File: src/rtl/alu_cmd_sequencer.sv
// alu_cmd_sequencer: buffers ALU commands in a small FIFO. It issues them one
// at a time to a registered 8-bit ALU. Each result/status is returned with the
// command tag on a valid/ready response port. Illegal opcodes and ALU timeouts
// come back as error responses.
module alu_cmd_sequencer #(
  parameter int unsigned DEPTH    = 4,
  parameter int unsigned TAG_W    = 4,
  parameter int unsigned WAIT_MAX = 8
) (
  input  logic                       clk,
  input  logic                       reset_n,
  input  logic                       cmd_valid,
  output logic                       cmd_ready,
  input  logic [4:0]                 cmd_op,
  input  logic [7:0]                 cmd_in1,
  input  logic [7:0]                 cmd_in2,
  input  logic [TAG_W-1:0]           cmd_tag,
  output logic                       alu_enable,
  output logic [7:0]                 alu_in1,
  output logic [7:0]                 alu_in2,
  output logic [4:0]                 alu_op,
  input  logic [7:0]                 alu_out,
  input  logic [4:0]                 alu_status,
  input  logic                       alu_ready,
  output logic                       rsp_valid,
  input  logic                       rsp_ready,
  output logic [7:0]                 rsp_data,
  output logic [4:0]                 rsp_status,
  output logic [TAG_W-1:0]           rsp_tag,
  output logic                       rsp_error,
  output logic [$clog2(DEPTH):0]     fifo_count
);

  localparam int unsigned AW      = $clog2(DEPTH);
  localparam int unsigned CW      = AW + 1;
  localparam int unsigned ENTRY_W = 5 + 8 + 8 + TAG_W;
  localparam int unsigned WCW     = $clog2(WAIT_MAX + 1);

  typedef enum logic [1:0] {
    ST_IDLE,
    ST_ISSUE,
    ST_WAIT,
    ST_RESP
  } state_t;

  state_t              state_q, state_d;
  logic [ENTRY_W-1:0]  mem_q [DEPTH];
  logic [ENTRY_W-1:0]  mem_d [DEPTH];
  logic [AW-1:0]       wr_ptr_q, wr_ptr_d;
  logic [AW-1:0]       rd_ptr_q, rd_ptr_d;
  logic [CW-1:0]       count_q, count_d;
  logic [WCW-1:0]      wait_cnt_q, wait_cnt_d;
  logic [WCW-1:0]      wait_cnt_nxt;
  logic [7:0]          rsp_data_q, rsp_data_d;
  logic [4:0]          rsp_status_q, rsp_status_d;
  logic [TAG_W-1:0]    rsp_tag_q, rsp_tag_d;
  logic                rsp_error_q, rsp_error_d;

  logic                full, empty, push, pop;
  logic [ENTRY_W-1:0]  head;
  logic [4:0]          head_op;
  logic [7:0]          head_in1, head_in2;
  logic [TAG_W-1:0]    head_tag;
  logic                head_legal;

  // FIFO status, head decode and push qualification
  always_comb begin
    full       = (count_q == CW'(DEPTH));
    empty      = (count_q == '0);
    push       = cmd_valid && !full;
    head       = mem_q[rd_ptr_q];
    head_op    = head[ENTRY_W-1 -: 5];
    head_in1   = head[ENTRY_W-6 -: 8];
    head_in2   = head[ENTRY_W-14 -: 8];
    head_tag   = head[TAG_W-1:0];
    head_legal = (head_op >= 5'd1) && (head_op <= 5'd13);
  end

  // FIFO storage and pointer/occupancy update
  always_comb begin
    mem_d = mem_q;
    if (push) begin
      mem_d[wr_ptr_q] = {cmd_op, cmd_in1, cmd_in2, cmd_tag};
    end
    wr_ptr_d = push ? wr_ptr_q + AW'(1) : wr_ptr_q;
    rd_ptr_d = pop  ? rd_ptr_q + AW'(1) : rd_ptr_q;
    case ({push, pop})
      2'b10:   count_d = count_q + CW'(1);
      2'b01:   count_d = count_q - CW'(1);
      default: count_d = count_q;
    endcase
  end

  // Sequencer next state: issue, wait for ALU or timeout, hold response
  always_comb begin
    state_d      = state_q;
    wait_cnt_d   = wait_cnt_q;
    wait_cnt_nxt = wait_cnt_q + WCW'(1);
    rsp_data_d   = rsp_data_q;
    rsp_status_d = rsp_status_q;
    rsp_tag_d    = rsp_tag_q;
    rsp_error_d  = rsp_error_q;
    pop          = 1'b0;
    case (state_q)
      ST_IDLE: begin
        // A push on this edge is enough to reach ISSUE in the next cycle
        if (!empty || push) state_d = ST_ISSUE;
      end
      ST_ISSUE: begin
        if (head_legal) begin
          state_d    = ST_WAIT;
          wait_cnt_d = '0;
        end else begin
          pop          = 1'b1;
          rsp_data_d   = '0;
          rsp_status_d = '0;
          rsp_error_d  = 1'b1;
          rsp_tag_d    = head_tag;
          state_d      = ST_RESP;
        end
      end
      ST_WAIT: begin
        if (alu_ready) begin
          pop          = 1'b1;
          rsp_data_d   = alu_out;
          rsp_status_d = alu_status;
          rsp_error_d  = 1'b0;
          rsp_tag_d    = head_tag;
          state_d      = ST_RESP;
        end else if (wait_cnt_nxt == WCW'(WAIT_MAX)) begin
          pop          = 1'b1;
          rsp_data_d   = '0;
          rsp_status_d = '0;
          rsp_error_d  = 1'b1;
          rsp_tag_d    = head_tag;
          state_d      = ST_RESP;
        end else begin
          wait_cnt_d = wait_cnt_nxt;
        end
      end
      ST_RESP: begin
        if (rsp_ready) begin
          state_d = (!empty || push) ? ST_ISSUE : ST_IDLE;
        end
      end
      default: state_d = ST_IDLE;
    endcase
  end

  // All sequencer and FIFO state, cleared asynchronously
  always_ff @(posedge clk or negedge reset_n) begin
    if (!reset_n) begin
      state_q      <= ST_IDLE;
      wr_ptr_q     <= '0;
      rd_ptr_q     <= '0;
      count_q      <= '0;
      wait_cnt_q   <= '0;
      rsp_data_q   <= '0;
      rsp_status_q <= '0;
      rsp_tag_q    <= '0;
      rsp_error_q  <= 1'b0;
      for (int unsigned i = 0; i < DEPTH; i++) begin
        mem_q[i] <= '0;
      end
    end else begin
      state_q      <= state_d;
      wr_ptr_q     <= wr_ptr_d;
      rd_ptr_q     <= rd_ptr_d;
      count_q      <= count_d;
      wait_cnt_q   <= wait_cnt_d;
      rsp_data_q   <= rsp_data_d;
      rsp_status_q <= rsp_status_d;
      rsp_tag_q    <= rsp_tag_d;
      rsp_error_q  <= rsp_error_d;
      mem_q        <= mem_d;
    end
  end

  // ALU drive decoded from registered state and FIFO head; zero when idle
  always_comb begin
    alu_enable = ((state_q == ST_ISSUE) && head_legal) || (state_q == ST_WAIT);
    alu_op     = alu_enable ? head_op  : '0;
    alu_in1    = alu_enable ? head_in1 : '0;
    alu_in2    = alu_enable ? head_in2 : '0;
    cmd_ready  = !full;
    rsp_valid  = (state_q == ST_RESP);
    rsp_data   = rsp_data_q;
    rsp_status = rsp_status_q;
    rsp_tag    = rsp_tag_q;
    rsp_error  = rsp_error_q;
    fifo_count = count_q;
  end

endmodule

File: config.mk
export PLATFORM = sky130hd
export DESIGN_NAME = alu_cmd_sequencer
export DESIGN_NICKNAME = d
export VERILOG_FILES = /design/src/rtl/alu_cmd_sequencer.sv
export SDC_FILE = /design/constraint.sdc
export NUM_CORES = 1
export LEC_CHECK = 0
export BUFFER_PORTS_ARGS = -buffer_cell sky130_fd_sc_hd__clkbuf_2
export CORE_AREA = 2 2 120 110
export DETAILED_ROUTE_END_ITERATION = 7
export DIE_AREA = 0 0 122 112
export PLACE_DENSITY = 0.78
export RECOVER_POWER = 50
export SETUP_SLACK_MARGIN = 0.1
export SYNTH_ARGS = -nofsm -noshare
export SYNTH_HDL_FRONTEND = slang
export SYNTH_SLANG_ARGS = --single-unit
File: constraint.sdc
create_clock -name clk -period 5.8 [get_ports clk]
set_input_delay 0.29 -clock clk [delete_from_list [all_inputs] [get_ports clk]]
set_output_delay 0.29 -clock clk [all_outputs]
set_load 0.005 [all_outputs]
==> results of run 1 <==
-- state kept, by name, summed over array words and instances (netlist names) --
signal,flops
rsp_tag,4
mem_q,100
rsp_error,1
rsp_data,8
rd_ptr_q,2
fifo_count,3
state_q,2
wait_cnt_q,4
wr_ptr_q,2
rsp_status,5
-- metal layers --
metal	vias up	routed length, um
li1	1676	-
met1	1882	5550
met2	126	6050
met3	17	761
met4	0	158
met5	-	0
-- per-stage QoR --
step                area [um^2]  power, uW
finish                     7290       4640
global route               7290       4960
CTS                        7310       4710
detailed placement         6690       3570
global placement           6690       3460
floorplan                  6120       3040
-- power breakdown --
part | total (uW) | internal (uW) | switching, uW
sequential | 1670 | 1380 | 293
combinational | 1870 | 1080 | 791
clock | 1110 | 728 | 378
total | 4640 | 3180 | 1460
-- cells by family after synthesis --
group / synth area share, %
AOI/OAI and AO/OA: 2.41
xor gates and xnor gates: 0.859
adders and majority gates: 2.37
buffers and inverters: 2.90
DFF: 53.6
muxes: 31.9
and+or+nand+nor: 5.97
-- layout make-up --
| cell class | count | area [um^2] | share of cell area [%] |
|---|---|---|---|
| clock buffers | 22 | 494 | 6.78 |
| clock inverters | 9 | 126 | 1.73 |
| inverters | 14 | 52.6 | 0.721 |
| multi-input cells | 243 | 2670 | 36.6 |
| flip-flops and latches | 131 | 3280 | 45.0 |
| well taps | 164 | 205 | 2.82 |
| repair buffers | 93 | 463 | 6.35 |
-- cell usage after synthesis, types with 2 or more instances --
master / n
mux2_4: 10
xor2_1: 3
clkbuf_1: 21
o211ai_1: 3
nor2b_1: 20
nand2_1: 10
o21ai_0: 3
mux2_2: 109
a21oi_1: 3
dfrtp_1: 131
o221ai_1: 3
and2_1: 3
xnor2_1: 3
a211o_1: 2
ha_1: 10
mux4_2: 25
nand4_1: 2
nor2_1: 4
buf_6: 2
and3_1: 15
inv_1: 14
-- path summary, 6_finish.rpt --
path                                              to  slack (ns)
setup / recovery                          alu_in1[2]        1.89
hold / removal                 mem_q[52]$_DFFE_PN0P_        0.15
setup reg to reg           fifo_count[2]$_DFFE_PN0P_        2.16
hold reg to reg                 mem_q[4]$_DFFE_PN0P_        0.50
max in group asynchronous      mem_q[83]$_DFFE_PN0P_        2.12
min in group asynchronous      mem_q[28]$_DFFE_PN0P_        1.33
==> flow_metrics.tcl, run 1 <==
set metrics [dict create \
    rsz0062_at_grt "false" \
    status "complete, but fails checks" \
    synth_top_cell_area_share_pct 53.6 \
    slew_headroom_pct -177 \
    path_cells "mux4_2 -> nor4_4 -> nor3_1 -> a21oi_2 -> nor2b_1 -> clkbuf_2" \
    required_ns 5.51 \
    antenna_cells 0 \
    synth_edf_count 0 \
    cts_tree "built" \
    yosys.cell_types.count 38 \
    finalWorstSetupSlack_ns 1.89 \
    place.gp.congestion 0.779 \
    cp-startpoint "rd_ptr_q[0]$_DFFE_PN0P_" \
    r2r_start "rd_ptr_q[0]$_DFFE_PN0P_" \
    core-area_um2 12400 \
    maxCapViolations 1 \
    crit_type "reg -> out" \
    final_core_util_pct 58.6 \
    rr_worst_depth 10 \
    clk_pin_slew_ns 0.06 \
    layout.cells.non_filler 676 \
    cts_buffer_depth 2 \
    cts_buffers 17 \
    synth_area_leaders "dfrtp_1 (54%), mux2_2 (20%), mux4_2 (9.2%)" \
    totalWireLength_um 12500 \
    first_iter_violations 233 \
    synth_flop_cell "dfrtp_1" \
    path_depth 6 \
    post_cts_buffers 0 \
    clockRootBuffer "clkbuf_16" \
    whs_path_depth 2 \
    path_buf_inv 1 \
    tightest_slew_ns 4.16 \
    power_density_nw_per_um2 637 \
    hold_violations 0 \
    fin_crit_ns 3.91 \
    setup_viol 0 \
    cp_top_family "flip-flops" \
    pre_cts_slack_ns 2.12 \
    drc 0 \
    peakVddDrop_mv 0.345 \
    worst_clock_skew_ns 0.00960 \
    setup.worst_path.end_class "output pin" \
    first_pass_iters 5 \
    die_area_um2 13700 \
    post-place-cells 645 \
    port_buffers 87 \
    whs_ns 0.148 \
    fin_nets 554 \
    syn_area_per_cell_um2 14.8 \
    grt_pass1_wl_um 21000 \
    met1_usage_pct 26.5 \
    final_common_cell "dfrtp_1" \
    die_w_um 122 \
    final_cell_mix "dfrtp_1 (130), mux2_2 (109), clkbuf_2 (73)" \
    start_util_pct 49.2 \
    path_max_fanout 27 \
    syn_inst 413 \
    grt_usage_pct 20.2 \
    clock_latency_ns 0.42 \
    post-synth-top-area-cell "dfrtp_1" \
    synth_seq_cells 131 \
    synth_warnings 0 \
    ios 88 \
    grt_pass1_vias 4081 \
    tns_ns 0 \
    startpoint_type "flip-flop" \
    cp_slowest_cell "dfrtp_2" \
    failed_checks "max-capacitance violations, max-slew violations" \
    dp_hpwl_um 7990 \
    die_h_um 112 \
    vias 3701 \
    cts_max_level 4 \
    arrival_ns 3.62 \
    wl_per_cell_um 18.5 \
    seq_area_frac_synth_pct 53.6 \
    met3_usage_pct 5.99 \
    clock-sinks 131 \
    area_delta_synth_final_pct 19.1 \
    ctsHoldBuffers 0 \
    min-delay-start "cmd_tag[2]" \
    vias_per_cell 5.47 \
    period_share_pct 67.4 \
    syn_area_um2 6120 \
    drt.antenna.violating_nets 0 \
    hp-class "in -> reg" \
    slew_violations 80 \
    power_leakage_uw 0.00335 \
    nFillCells 986 \
    post_cts_resized 0 \
    async_flop_share_pct 100 \
    syn_nets 467 \
    antenna_found_initial 0 \
    fmax_mhz 256 \
    rows 39 \
    cp_slowest_stage_delay_ns 0.97 \
    use_met2_pct 32.5 \
    grt-busiest-layer "met2" \
    drive_above_1_share_pct 50.2 \
    overflow 0 \
    grt_max_degree 80 \
]
No activity file was read; power rests on OpenSTA's default activity.
==> run 2: changes to the inputs <==
==> constraint.sdc (replaced) <==
create_clock -name clk -period 3.6 [get_ports clk]
set_input_delay 0.18 -clock clk [delete_from_list [all_inputs] [get_ports clk]]
set_output_delay 0.18 -clock clk [all_outputs]
set_load 0.005 [all_outputs]
==> run 2 against run 1 <==
The run still ends with max-capacitance violations, max-slew violations left; clock skew decreased by 0.00059 ns; largest cell class unchanged; routed wire length increased by 3.3%; sequential power increased by 61%; sequential share of layout area decreased by 0.25 points; critical path depth increased by 4.
==> flow_metrics.tcl, run 2 (synthesis results as in run 1) <==
set metrics [dict create \
    dp_hpwl_um 8420 \
    cts_tree "built" \
    worstSetupEndpoint "fifo_count[2]$_DFFE_PN0P_" \
    startpoint_type "flip-flop" \
    drt.antenna.violating_nets 0 \
    first_iter_violations 152 \
    clk_pin_slew_ns 0.05 \
    place.gp.congestion 0.770 \
    maxCapViolations 1 \
    path_cells "mux4_2 -> nor4_4 -> o31a_1 -> o21a_1 -> ha_1 -> inv_1 -> fa_1 -> xor2_1 -> nor2_1 -> xor2_1" \
    power_density_nw_per_um2 1030 \
    arrival_ns 3.53 \
    rows 39 \
    multi_input_area_um2 2670 \
    drc 0 \
    cp_slowest_stage_delay_ns 0.61 \
    setup.worst_path.end_class "flip-flop" \
    core-area_um2 12400 \
    post_cts_resized 0 \
    rr_worst_depth 10 \
    slew_violations 80 \
    grt_pass1_wl_um 21000 \
    vias 3753 \
    nFillCells 950 \
    top_layer_used "met4" \
    path_depth 10 \
    seq_area_um2 3280 \
    final_common_cell "dfrtp_1" \
    die_area_um2 13700 \
    clockRootBuffer "clkbuf_16" \
    path_max_fanout 11 \
    period_share_pct 88.8 \
    setup_viol 0 \
    rsz0062_at_grt "false" \
    clock_latency_ns 0.41 \
    clock-sinks 131 \
    cts_buffer_depth 2 \
    cts_max_level 4 \
    hold_violations 0 \
    path_buf_inv 1 \
    fin_crit_ns 3.20 \
    port_buffers 87 \
    required_ns 3.93 \
    peakVddDrop_mv 0.549 \
    r2r_slack_ns 0.40 \
    cp-startpoint "rd_ptr_q[0]$_DFFE_PN0P_" \
    area_delta_synth_final_pct 19.8 \
    switching_share_pct 31.6 \
    drive_above_1_share_pct 49.9 \
    fin_nets 561 \
    grt_max_degree 81 \
    first_pass_iters 6 \
    post-place-cells 651 \
    top_register "mem_q" \
    r2r_start "rd_ptr_q[0]$_DFFE_PN0P_" \
    drt-met1-wl_um 5410 \
    antenna_found_initial 0 \
    cp_slowest_cell "mux4_2" \
    clockPowerShare_pct 23.1 \
    finalWorstSetupSlack_ns 0.402 \
    crit_type "reg -> reg" \
    antenna_cells 0 \
    die_h_um 112 \
    wl_per_cell_um 19.0 \
    p_int_uw 5150 \
    totalWireLength_um 12900 \
    wl_met2_um 6490 \
    pre_cts_slack_ns 0.418 \
    cp_top_family "multiplexers" \
    ctsHoldBuffers 1 \
    die_w_um 122 \
    post_cts_buffers 0 \
    final_cell_mix "dfrtp_1 (130), mux2_2 (109), clkbuf_2 (74)" \
    largest_register_ffs 100 \
    tns_ns 0 \
    r2r_end "fifo_count[2]$_DFFE_PN0P_" \
    overflow 0 \
    combPwrFrac_pct 41.2 \
    fmax_mhz 313 \
    p_switching_uw 2380 \
    grt_pass1_vias 4154 \
    layout.cells.non_filler 681 \
    worst_clock_skew_ns 0.00901 \
    failed_checks "max-capacitance violations, max-slew violations" \
    tightest_slew_ns 1.98 \
    power_leakage_uw 0.00336 \
    vias_per_cell 5.51 \
    cts_buffers 17 \
    slew_headroom_pct -31.7 \
    whs_path_depth 2 \
    crit_top_cell "xor2_1" \
    wl_met3_um 803 \
    grt_usage_pct 20.3 \
    ios 88 \
    seqPwrFrac_pct 35.7 \
    hp-class "in -> reg" \
    start_util_pct 49.2 \
    status "complete, but fails checks" \
]
==> run 2: changes by cell type in the layout (fill, tap and decap cells not counted), sizes merged <==
cell         previous run  this run
dlygate4sd3             0         1
buf                     6        13
clkinv                  5         0
clkbuf                109       111
==> run 2: power by group through the flow <==
stage          registers [uW]  logic [uW]  clock network, uW
6_report                 2690        3100               1740
5_1_grt                  2780        3370               1830
3_3_place_gp             2620        3020                  0
3_5_place_dp             2700        3130                  0
4_1_cts                  2690        3160               1770
2_1_floorplan            2500        2390                  0
==> run 2: through the flow <==
stage / total power, uW / util [%] / area [um^2] / hold slack, ns
5_1_grt: 7980 / 58.9 / 7330 / 0.0472
4_1_cts: 7620 / 59.0 / 7350 / 0.0312
3_3_place_gp: 5650 / 54.2 / 6740 / 0.394
2_1_floorplan: 4890 / - / 6120 / -0.116
3_5_place_dp: 5830 / 54.2 / 6740 / 0.419
6_report: 7520 / 58.9 / 7330 / 0.0463
==> run 2: area by class of cell <==
class	instances	share of cell area, %
flip-flops and latches	131	44.8
multi-input cells	243	36.4
repair buffers	100	7.26
clock buffers	25	6.76
well taps	164	2.80
clock inverters	4	1.33
inverters	14	0.717
==> run 2: worst min path at each step <==
stage | startpoint | end | slack [ns]
5_1_grt | cmd_in1[3] | mem_q[90]$_DFFE_PN0P_ | 0.05
3_5_place_dp | reset_n | rsp_data[6]$_DFFE_PN0P_ | 0.42
6_report | cmd_in2[0] | mem_q[79]$_DFFE_PN0P_ | 0.05
3_3_place_gp | reset_n | rsp_data[6]$_DFFE_PN0P_ | 0.39
4_1_cts | cmd_in2[0] | mem_q[79]$_DFFE_PN0P_ | 0.03
2_1_floorplan | reset_n | fifo_count[0]$_DFFE_PN0P_ | -0.12
==> run 2: worst register-to-register path, cell delays in order (launching register included) <==
cell	delay, ns
dfrtp_2	0.57
mux4_2	0.61
nor4_4	0.31
o31a_1	0.36
o21a_1	0.23
ha_1	0.19
inv_1	0.07
fa_1	0.38
xor2_1	0.15
nor2_1	0.11
xor2_1	0.15
==> run 2: metal layers <==
| metal | track usage [%] | up-vias |
|---|---|---|
| met4 | 8.51 | 0 |
| met5 | 0 | - |
| met2 | 34.0 | 109 |
| met1 | 24.6 | 1933 |
| li1 | - | 1691 |
| met3 | 5.58 | 20 |
